### config.mk
export PLATFORM = sky130hd
export DESIGN_NAME = register_file_n
export DESIGN_NICKNAME = d
export VERILOG_FILES = /design/src/rtl/regfile_pkg.sv /design/src/rtl/register_n.sv /design/src/rtl/register_file_n.sv
export SDC_FILE = /design/constraint.sdc
export NUM_CORES = 1
export LEC_CHECK = 0
export BUFFER_PORTS_ARGS = -buffer_cell sky130_fd_sc_hd__buf_2
export CORE_MARGIN = 4
export CORE_UTILIZATION = 45
export CTS_BUF_LIST = sky130_fd_sc_hd__clkbuf_8
export DETAILED_ROUTE_END_ITERATION = 10
export PLACE_DENSITY = 0.65
export SKIP_CTS_REPAIR_TIMING = 1
export SLEW_MARGIN = 20
export SYNTH_ARGS = -nofsm -noshare
export SYNTH_HDL_FRONTEND = slang
export SYNTH_SLANG_ARGS = --single-unit
### constraint.sdc
create_clock -name Clock -period 2.8 [get_ports Clock]
set_input_delay 0.56 -clock Clock [delete_from_list [all_inputs] [get_ports Clock]]
set_output_delay 0.56 -clock Clock [all_outputs]
set_load 0.05 [all_outputs]
### src/rtl/regfile_pkg.sv
// Shared constants and helpers for the parametrised register file.
package regfile_pkg;

    localparam int unsigned R0_IDX = 0;

    function automatic int unsigned addr_width(input int unsigned depth);
        return (depth > 1) ? $clog2(depth) : 1;
    endfunction

    // True when addr names a real, writable register (used by write and bypass paths).
    function automatic logic writable(input int unsigned addr, input int unsigned depth,
                                      input logic r0_zero);
        return (addr < depth) && !(r0_zero && (addr == R0_IDX));
    endfunction

endpackage

### src/rtl/register_n.sv
// Clear/enable register with asynchronous active-low reset; Clear has priority over Write.
module register_n #(
    parameter int unsigned WIDTH = 32
) (
    input  logic             Clock,
    input  logic             Resetn,
    input  logic             Clear,
    input  logic             Write,
    input  logic [WIDTH-1:0] D,
    output logic [WIDTH-1:0] Q
);

    logic [WIDTH-1:0] q_q;
    logic [WIDTH-1:0] q_d;

    always_comb begin
        q_d = q_q;
        if (Clear) begin
            q_d = '0;
        end else if (Write) begin
            q_d = D;
        end
    end

    always_ff @(posedge Clock or negedge Resetn) begin
        if (!Resetn) begin
            q_q <= '0;
        end else begin
            q_q <= q_d;
        end
    end

    assign Q = q_q;

endmodule

### src/rtl/register_file_n.sv
// N-entry register file: one synchronous write port, two combinational read ports with
// optional write bypass, optional hard-wired-zero R0 and a per-register valid scoreboard.
module register_file_n
    import regfile_pkg::*;
#(
    parameter int unsigned WIDTH   = 32,
    parameter int unsigned DEPTH   = 16,
    parameter bit          R0_ZERO = 1'b1,
    parameter bit          BYPASS  = 1'b1,
    localparam int unsigned AW     = addr_width(DEPTH)
) (
    input  logic             Clock,
    input  logic             Resetn,
    input  logic             Clear,
    input  logic             Write,
    input  logic [AW-1:0]    WrAddr,
    input  logic [WIDTH-1:0] WrData,
    input  logic [AW-1:0]    RdAddrA,
    input  logic [AW-1:0]    RdAddrB,
    output logic [WIDTH-1:0] RdDataA,
    output logic [WIDTH-1:0] RdDataB,
    input  logic             Invalidate,
    input  logic [AW-1:0]    InvAddr,
    output logic             ValidA,
    output logic             ValidB
);

    logic [WIDTH-1:0] q_arr [DEPTH];
    logic [DEPTH-1:0] wr_mask;
    logic [DEPTH-1:0] inv_mask;
    logic [DEPTH-1:0] valid_q;
    logic [DEPTH-1:0] valid_d;

    // Per-register decode; a zero R0 has no storage and cannot be written or invalidated.
    for (genvar i = 0; i < DEPTH; i++) begin : g_reg
        if (R0_ZERO && (i == 0)) begin : g_zero
            assign wr_mask[i]  = 1'b0;
            assign inv_mask[i] = 1'b0;
            assign q_arr[i]    = '0;
        end else begin : g_store
            assign wr_mask[i]  = Write && (WrAddr == AW'(i));
            assign inv_mask[i] = Invalidate && (InvAddr == AW'(i));
            register_n #(.WIDTH(WIDTH)) u_reg (
                .Clock  (Clock),
                .Resetn (Resetn),
                .Clear  (Clear),
                .Write  (wr_mask[i]),
                .D      (WrData),
                .Q      (q_arr[i])
            );
        end
    end

    // Write sets valid after invalidate clears it, so a same-address write wins.
    always_comb begin
        valid_d = (valid_q & ~inv_mask) | wr_mask;
        if (Clear) begin
            valid_d = '1;
        end
    end

    always_ff @(posedge Clock or negedge Resetn) begin
        if (!Resetn) begin
            valid_q <= '1;
        end else begin
            valid_q <= valid_d;
        end
    end

    logic wr_fwd_ok;
    logic hit_a;
    logic hit_b;
    logic in_a;
    logic in_b;

    assign wr_fwd_ok = BYPASS && Resetn && Write && !Clear
                       && writable(32'(WrAddr), DEPTH, R0_ZERO);
    assign hit_a = wr_fwd_ok && (RdAddrA == WrAddr);
    assign hit_b = wr_fwd_ok && (RdAddrB == WrAddr);
    assign in_a  = 32'(RdAddrA) < DEPTH;
    assign in_b  = 32'(RdAddrB) < DEPTH;

    // Read muxes: bypass first, then stored value; unmapped addresses read 0 / valid.
    always_comb begin
        RdDataA = '0;
        ValidA  = 1'b1;
        if (hit_a) begin
            RdDataA = WrData;
        end else if (in_a) begin
            RdDataA = q_arr[RdAddrA];
            ValidA  = valid_q[RdAddrA];
        end
    end

    always_comb begin
        RdDataB = '0;
        ValidB  = 1'b1;
        if (hit_b) begin
            RdDataB = WrData;
        end else if (in_b) begin
            RdDataB = q_arr[RdAddrB];
            ValidB  = valid_q[RdAddrB];
        end
    end

endmodule
-- Word level (Yosys, flattened, before mapping)
Index checks and enable logic that the tools add are counted.
- word-level logic and storage cells: 155
- bits of input ports: 53
- register bits: 496
- output and inout bits: 66
- reduce and logical (&&, ||, !) cells: 53
- equal/unequal tests: 32
- muxes and demuxes: 45
- bitwise logic cells: 5
- order comparisons: 4
- operator list (kind ; count):
    32-bit two-way mux ; 36
    32-bit binary-select mux with 4-bit select ; 2
    4-bit == test, second input constant ; 16
    1-bit logical AND ; 35
    4-bit by 3-bit == test with 1-bit output, second input constant ; 8
    2-bit nonzero test ; 15
    16-bit AND ; 1
    4-bit by 2-bit == test with 1-bit output, second input constant ; 4
    16-bit two-way mux ; 1
    16-bit NOT ; 1
    16-bit bitwise OR ; 1
    5-bit greater-or-equal comparator, second input constant ; 2
    4-bit by 5-bit < comparator with 1-bit output, second input constant ; 2
    4-bit NOT with 5-bit output ; 2
    1-bit binary-select mux with 4-bit select ; 2
    4-bit by 1-bit == test with 1-bit output, second input constant ; 2
    4-bit == test ; 2
    4-bit logical NOT ; 1
    1-bit two-way mux ; 4
    1-bit logical NOT ; 2

-- Depth between registers and ports, before layout
Gate-level depths: netlist of run 1.
- depth in word-level cells: 6
- gate-level depth with buffers: 8
- gate-level depth less buffers: 4

-- Modules after synthesis
Synthesis of run 1 repeated with hierarchy kept, for this count alone.
- cells, all modules: 2469
- area, all modules: 29529.6 µm²
- modules (own cells, without submodules) (module ; area an instance (µm²) ; instances ; cells an instance ; seq. area each (µm²)):
    register_n ; 1323.8 ; 15 ; 103 ; 800.8
    register_file_n ; 9673.0 ; 1 ; 924 ; 420.4

-- Worst setup path before layout of run 1
Ideal clock, no wire load.
- kind: input -> output
- start: in RdAddrA[1]
- end: out RdDataA[11]
- stages: 7
- path slack: -0.399 ns
- required time: 2.240 ns
- arrival time: 2.639 ns
- cells stage by stage: clkbuf_1 buf_2 nor2b_1 buf_2 a221oi_1 or3_1 a31oi_1
- cells in the longest elaborated chain, start to end: 5
- elaborated cells on any way between the ends: 7
- those cells by class: 1 x eq/ne; 4 x mux; 1 x bitwise; 1 x reduce/logical
- RTL lines (what ; RTL line ; source):
    from (decl) ; register_file_n.sv:18 ; input logic [AW-1:0] RdAddrA,
    4-bit NOT with 5-bit output (implied by the code) ; register_file_n.sv:90 ; RdDataA = q_arr[RdAddrA];
    32-bit binary-select mux with 4-bit select ; register_file_n.sv:90 ;
    32-bit two-way mux (implied by the code) (2 in a row) ; register_file_n.sv:90 ;
    32-bit two-way mux * ; register_file_n.sv:87 ; if (hit_a) begin
    to (decl) ; register_file_n.sv:20 ; output logic [WIDTH-1:0] RdDataA,
Every way passes the cells marked *; elsewhere a longest branch is shown, timed or not. The select of a mux whose other input is x is not followed.

-- Worst setup path in the final report of run 1
- start: reg g_reg[15].g_store.u_reg.q_q[14]
- end: out RdDataB[14]
- cells in the longest elaborated chain, start to end: 4
- RTL lines (what ; RTL line ; source):
    from (decl) ; register_n.sv:13 ; logic [WIDTH-1:0] q_q;
    from (signal assigned) ; register_n.sv:29 ; q_q <= q_d;
    32-bit binary-select mux with 4-bit select ; register_file_n.sv:101 ; RdDataB = q_arr[RdAddrB];
    32-bit two-way mux (implied by the code) (2 in a row) ; register_file_n.sv:101 ;
    32-bit two-way mux ; register_file_n.sv:98 ; if (hit_b) begin
    to (decl) ; register_file_n.sv:21 ; output logic [WIDTH-1:0] RdDataB,
Every way passes these cells. The select of a mux whose other input is x is not followed.

==> impl.org, run 1 <==
** Critical path
- Required time at the worst-slack endpoint :: 2.24 ns
- At the worst endpoint, the arrival time is 2.37 ns.
- STA classifies the critical path endpoint as an output port.
- Largest driver fanout on the critical path :: 3
- The critical path is of the register to output port type.
- STA classifies the critical path startpoint as a register.

** Clock network
- Clock-pin slew of the registers on the worst-case setup and hold paths :: 0.06 ns
- CTS tree :: yes
- CTS built an H-tree with a depth of 3.
- The number of clock buffers added by TritonCTS is 90.
- The tree is rooted in a clkbuf_8.
- Sinks on the clock net :: 496
- In this run the deepest clock path goes through 3 buffers.
- For the worst-skew pair, the clock arrives at the later sink with an insertion delay of 0.71 ns.

** Placed design
- HPWL after DPL :: 67.96 mm
- Number of placed instances with taps included :: 3,926
- Worst slack, placed :: -0.2546 ns
- At the end of routability-driven placement, the weighted congestion stood at 0.8946.
- Buffers added on ports :: 118

** Final layout
- Layout-stage area growth over the synthesis result :: 27.51%
- In the final layout, the share of cells above drive strength 1 is 33.74%.
- After the last flow step, the layout net total stands at 3,305.
- Once layout is complete, the cells apart from fillers number 4,173.

** GRT
- The number of global-route vias before repair came to 27,003.
- Grt total ovfl :: 0
- Entering global routing, the biggest net connects 214 pins.
- Antenna violations before repair :: 1
- Overall Global Routing Usage :: 31.79%
- Global-route wire length before repair :: 164.1 mm

** STA
- Highest Clock Rate :: 0.3412 GHz
- Dividing the final minimum period by the clock period gives 104.7%.
- Setup repair after global routing could not meet its margin everywhere.
- Final-report setup violation count :: 49
- Hold timing on the final database bottoms out at a slack of -0.001387 ns.
- Slew at the pin closest to its max-slew limit :: 1.150 ns
- Summed over all failing endpoints, the final setup total negative slack is -2.705 ns.
- Setup Skew :: 0 ns
- Fin. max-slew vios :: 0
- Post-layout minimum cycle time :: 2.931 ns
- The number of hold-slack violations in the final timing report came to 1.
- Measured against its own limit, the worst slew margin works out to 23.34%.
- Across all setup checks in the final design, the least slack found is -0.1310 ns.

** Logic synthesis
- For this run, the register share of the synthesized area comes to 43.40%.
- Each instance of the synthesized netlist takes up on average 9.321 um2.
- The mapped netlist covers 0.02864 mm2.
- Flops & latches, synth :: 496
- Yosys printed 0 warnings.
- Synthesis produced 3,073 cells.
- The number of nets in the synthesized netlist is 3,126.
- Number of library cell types mapped by synthesis :: 37

** Worst hold path
- Hold/Removal Path Class :: primary input to asynchronous set/reset pin

** Power and ir drop
- Max VDD drop :: 326.6 uV
- Cell Pwr Density :: 490.4 mW/mm2
- For this design the static power due to leakage is 14.97 nW.

** Die
- Overall die area :: 0.06775 mm2
- Effective utilization at floorplan :: 45.41%
- Num rows :: 92
- Core area :: 0.06308 mm2
- Die Y :: 260.3 um
- X dimension of the die :: 260.3 um
- For this design the top-level I/O count stands at 119.

** Routing
- Post-DR vias/cell :: 6.385
- The routed layout has 26,643 vias.
- Number of design rule violations left after detail routing :: 0
- In this run the remaining antenna-violating nets after routing total 0.
- Summed over all layers, the routed wires come to 111.5 mm.
- The first TritonRoute pass finished after 6 iterations.
- Dividing the detail-routed wire length by the instance count gives 26.71 um.
- The first routing iteration left 3,627 violations.

** Outcome
- Outcome :: finished with violations
- The final reports fail on hold timing, setup timing.

** Run
- # Max-Cap Violations :: 0
-- worst max-delay path: stages (launching register included) --
cell and delay [ns]:
dfrtp_1 0.40, mux4_2 0.46, nand2_1 0.13, a311oi_1 0.16
mux2_4 0.30, buf_4 0.19
-- synthesized netlist by cell type, drive strengths merged --
cell | count | area share [%]
a31oi | 33 | 0.72
dfrtp | 480 | 42
or3b | 1 | 0.031
nand2b | 8 | 0.17
nor4 | 1 | 0.022
nor2b | 36 | 0.79
and3 | 1 | 0.022
nand3b | 4 | 0.10
a221oi | 63 | 1.9
nor3 | 35 | 0.61
mux4 | 202 | 16
a311oi | 31 | 0.95
a221o | 1 | 0.035
clkinv | 1 | 0.013
mux2 | 128 | 5.4
nand4 | 1 | 0.022
inv | 2 | 0.026
dfstp | 16 | 1.5
a21oi | 480 | 8.4
buf | 69 | 1.4
nand3 | 7 | 0.12
or2 | 6 | 0.13
nor3b | 2 | 0.052
nor2 | 57 | 0.75
and3b | 1 | 0.031
o31ai | 3 | 0.079
clkbuf | 267 | 3.5
o21ai | 9 | 0.16
xnor2 | 8 | 0.24
a211o | 4 | 0.12
or3 | 34 | 0.76
nand2 | 1082 | 14
-- registers in the layout, indices dropped and copies added, names as in the netlist --
name and cells:
g.g_store.u_reg.Q 480, valid_q 16
-- layout make-up --
| cell class | count | area, um2 |
|---|---|---|
| flip-flops and latches | 496 | 12430 |
| clock buffers | 113 | 1555 |
| multi-input cells | 2238 | 16440 |
| well taps | 846 | 1059 |
| diodes | 2 | 5.005 |
| fillers | 5261 | 26560 |
| clock inverters | 52 | 500.5 |
| inverters | 3 | 11.26 |
| repair buffers | 423 | 4523 |
-- cells in the final DEF, fill, tap and decap left out, drive strengths merged, types with 4 or more instances in the layout --
cell	count
nand2	1082
a21oi	480
dfrtp	480
buf	415
mux4	202
mux2	128
clkbuf	121
a221oi	63
nor2	57
nor2b	36
nor3	35
or3	34
a31oi	33
a311oi	31
inv	27
clkinv	18
dfstp	16
o21ai	9
bufinv	9
nand2b	8
xnor2	8
nand3	7
or2	6
nand3b	4
a211o	4
-- where the power goes --
part	switching (mW)	leakage [nW]	internal (mW)
sequential	0.0734	6.85	7.26
combinational	1.65	6.98	1.02
clock	3.40	1.14	4.51
-- per-stage QoR --
stage | instance area, um2 | utilization, % | total power, mW
2_1_floorplan | 29170 | - | 8.746
3_3_place_gp | 32160 | 50.98 | 9.716
3_5_place_dp | 32160 | 50.98 | 9.752
4_1_cts | 34210 | 54.24 | 17.60
5_1_grt | 36520 | 57.89 | 18.42
6_report | 36520 | 57.90 | 17.91
-- kinds of logic (layout without fill, tap and decap cells) --
| family | after synthesis | in the layout | share of synthesized area [%] |
|---|---|---|---|
| AND/OR/NAND/NOR | 1276 | 1276 | 17.80 |
| AO/OA/AOI/OAI | 624 | 624 | 12.38 |
| flip-flops | 496 | 496 | 43.40 |
| buffers and inverters | 339 | 591 | 4.897 |
| multiplexers | 330 | 330 | 21.28 |
| XOR/XNOR | 8 | 8 | 0.2446 |
| other | 0 | 2 | 0 |
-- worst paths after layout --
kind / to / slack, ns / start / cells after the start
min in group Clock: valid_q[12] / 0.19 / InvAddr[1] / 3
setup / recovery: RdDataB[14] / -0.13 / g_reg[15].g_store.u_reg.Q[14] / 5
setup reg to reg: g_reg[14].g_store.u_reg.Q[13] / 1.96 / g_reg[14].g_store.u_reg.Q[13] / 3
max in group asynchronous: g_reg[3].g_store.u_reg.Q[19] / 1.50 / Resetn / 3
hold reg to reg: valid_q[10] / 0.49 / valid_q[10] / 2
hold / removal: g_reg[9].g_store.u_reg.Q[31] / -0.001 / Resetn / 2
-- metal layers --
| layer | GRT usage [%] | vias up | wire (um) |
|---|---|---|---|
| met5 | 0 | - | 0 |
| met4 | 17.73 | 0 | 7131 |
| met3 | 7.977 | 461 | 13490 |
| met2 | 48.60 | 1917 | 50720 |
| met1 | 41.65 | 13195 | 40120 |
| li1 | - | 11070 | - |
Power figures use the tool's default switching activity.
==> run 2, diff against run 1 <==
- SETUP_SLACK_MARGIN: unset -> 0.15
- clock period: 2.8 -> 3.6 ns (I/O delays scaled with it)
==> run 2 against run 1 <==
Against the previous run: the flow now finishes without violations; worst setup slack improved by 0.29 ns; sequential share of layout area rose by 4.0 points; count of clock-buffer cells in the layout down 3; wire length shrank 4.5%; combinational power is 36% lower; cell area is 10% lower; worst hold slack gained 0.18 ns; clock power is 34% lower; non-clock buffer count is 165 lower; die area is the same; via count shrank 4.4%; largest power group is now registers.
==> impl.org, run 2 (synthesis results as in run 1) <==
** Final layout
- Fraction of layout instances using a drive strength above 1 :: 24.77%
- Layout-stage area growth over the synthesis result :: 14.16%
- The register with the most flip-flops in the layout has 480 of them.
- Once layout is complete, the cells apart from fillers number 3,992.
- Most frequent cells in the layout :: 1,075 x nand2_1, 480 x a21oi_1, 480 x dfrtp_1
- Once layout is done, the placed cells without fillers occupy 0.03270 mm2.
- Layout Utilization :: 51.84%
- The library cell used most frequently in the layout, excluding fill and tap cells, is nand2_1.
- After the last flow step, the layout net total stands at 3,136.

** STA
- For the final database, setup skew stands at 0 ns.
- The number of hold-slack violations in the final timing report was 0.
- After layout, the minimum clock period comes to 3.440 ns.
- Highest Clock Rate :: 0.2907 GHz
- Setup violations remaining at the end of the flow were counted as 0.
- Unrepaired setup endpoints after global routing :: false
- After layout, the worst path uses 95.56% of the clock period.
- Relative max-transition margin :: 21.37%
- After routing, the total negative slack on setup checks comes to 0 ns.
- Fin. max-slew vios :: 0
- For the pin with the worst max-slew slack, the measured transition is 1.179 ns.

** Clock network
- Number of buffers inserted during clock tree synthesis :: 86
- At the later pin of the worst-skew pair, clock insertion delay measures 0.67 ns.
- Counting every sink on the clock net gives 496.
- TritonCTS built the clock tree.
- Maximum buffer depth of the clock tree :: 3
- The H-tree was split into 3 levels.
- CTS root buffer :: clkbuf_8
- After clock tree synthesis, the clock-pin slew on the worst setup and hold paths is 0.07 ns.

** Die
- Num rows :: 92
- Overall die area :: 0.06775 mm2
- In this run the vertical extent of the chip is 260.3 um.
- Core area :: 0.06308 mm2
- Effective utilization at floorplan :: 45.41%
- X dimension of the die :: 260.3 um
- During I/O placement, the number of pins put on the boundary was 119.

** Power and ir drop
- Net Sw Power :: 3.653 mW
- For this design the ratio of total power to cell area is 386.4 mW/mm2.
- Power comes to 12.64 mW.
- The worst-case IR drop observed on VDD is 247.7 uV.
- Of the total power, combinational logic draws 13.3%.
- In this run switching power makes up 28.91% of total power.
- Clock network fraction of design power :: 41.5%
- The analysis attributes to cell leakage a power of 13.13 nW.
- Sequential cells account for 45.1% of the total power.
- Cell internal power was estimated by the tool at 8.983 mW.

** Critical path
- Delay-heaviest family, CP :: simple AND/OR/NAND/NOR gates
- Traced cell by cell, the critical path runs through buf_2 > nor2_1 > a211o_2 > or3_4 > buf_12 > mux2_4 > buf_2.
- In this run the critical register-to-register path is captured at valid_q[15].
- The most critical setup path has its startpoint at WrAddr[0].
- For this design, the slowest cell found on the critical path is or3_4.
- Largest driver fanout on the critical path :: 15
- STA classifies the critical path endpoint as an output port.
- Setup slack of the most critical reg-to-reg path :: 2.82 ns
- The worst setup path is launched from a primary input.
- Worst path max stage delay :: 0.54 ns
- Critical path data arrival time :: 2.72 ns
- Counting both buffers and inverters, the worst setup path holds a total of 3.
- FF-to-FF path depth :: 2
- Reg-to-Reg Start :: valid_q[15]
- For the worst setup path, the data required time is 2.88 ns.
- The worst setup path is of the primary input to output port kind.
- Cell seen most often among critical-path stages :: buf_2

** Routing
- In the routed layout, each cell is associated on average with a via count of 6.382.
- After detailed routing, the total wire length is 106.5 mm.
- Before antenna repair, the detailed router went through 8 iterations.
- The routed layout has 25,477 vias.
- 1st-iter DRT viols :: 3,462
- Number of design rule violations left after detail routing :: 0
- ANT nets after route :: 0
- Dividing the detail-routed wire length by the instance count gives 26.67 um.

** Placed design
- Port buffering added 118 buffers.
- Routability-driven placement finished with a final weighted congestion of 0.9029.
- The placed instances occupy a cell area of 0.03094 mm2.
- HPWL after DPL :: 64.48 mm
- Number of placed instances with taps included :: 3,841

** Run
- Max-cap violations in this run came to 0.

** GRT
- Overall Global Routing Usage :: 31.26%
- The first global-routing pass estimated 160.6 mm of wire.
- The number of global-route vias before repair came to 25,985.
- Pin count of the biggest net entering global routing :: 226
- The number of antenna violations at the first check in global routing was 4.
- Grt total ovfl :: 0

** Worst hold path
- The path class of the tightest hold or removal check is primary input to asynchronous set/reset pin.

** Outcome
- The run finished with clean final reports.
run 2: cell count changes in the layout (fill, tap and decap cells not counted), moves of 28 or more:
cell      change
buf_4       -132
buf_2        +58
nand2_1      +54
buf_6        -53
mux2_2       +34
mux2_4       -34
a31oi_4      -33
nand2_4      -29
a221oi_1     +28
run 2: worst max path at each step:
| stage | end | slack [ns] | depth (start not counted) |
|---|---|---|---|
| floorplan | RdDataA[15] | 0.08 | 7 |
| global placement | RdDataB[21] | 0.05 | 7 |
| detailed placement | RdDataB[21] | 0.03 | 7 |
| CTS | RdDataB[21] | 0.009 | 7 |
| global route | RdDataB[14] | 0.15 | 8 |
| finish | RdDataB[16] | 0.16 | 7 |
run 2: power by group through the flow:
stage	Sequential, mW	Combinational, mW	Clock [mW]
floorplan	5.78	0.987	0
global placement	5.80	1.63	0
detailed placement	5.80	1.65	0
CTS	5.70	1.66	5.29
global route	5.71	1.77	5.54
finish	5.70	1.69	5.24
run 2: stage by stage:
stage	hold WS (ns)	setup slack, ns
2_1_floorplan	0.4244	0.08056
3_3_place_gp	0.4760	0.04842
3_5_place_dp	0.4713	0.02932
4_1_cts	0.1529	0.008646
5_1_grt	0.2142	0.1519
6_report	0.1803	0.1600
run 2: layout make-up:
cell class,count,area (um2)
fill,5691,30380
inverter,3,11.26
clock buffer,110,1514
clock inverter,40,200.2
timing repair buffer,258,2416
antenna,1,2.502
multi-input combinational,2238,15060
tap,846,1059
sequential,496,12430
run 2: per-layer routing:
layer  vias to the layer above  track usage, %  wire, um
met5                         -           1.827       210
li1                      10713               -         -
met1                     12521           39.80     38610
met3                       459           8.869     12750
met4                         8           17.83      7023
met2                      1776           47.96     47890
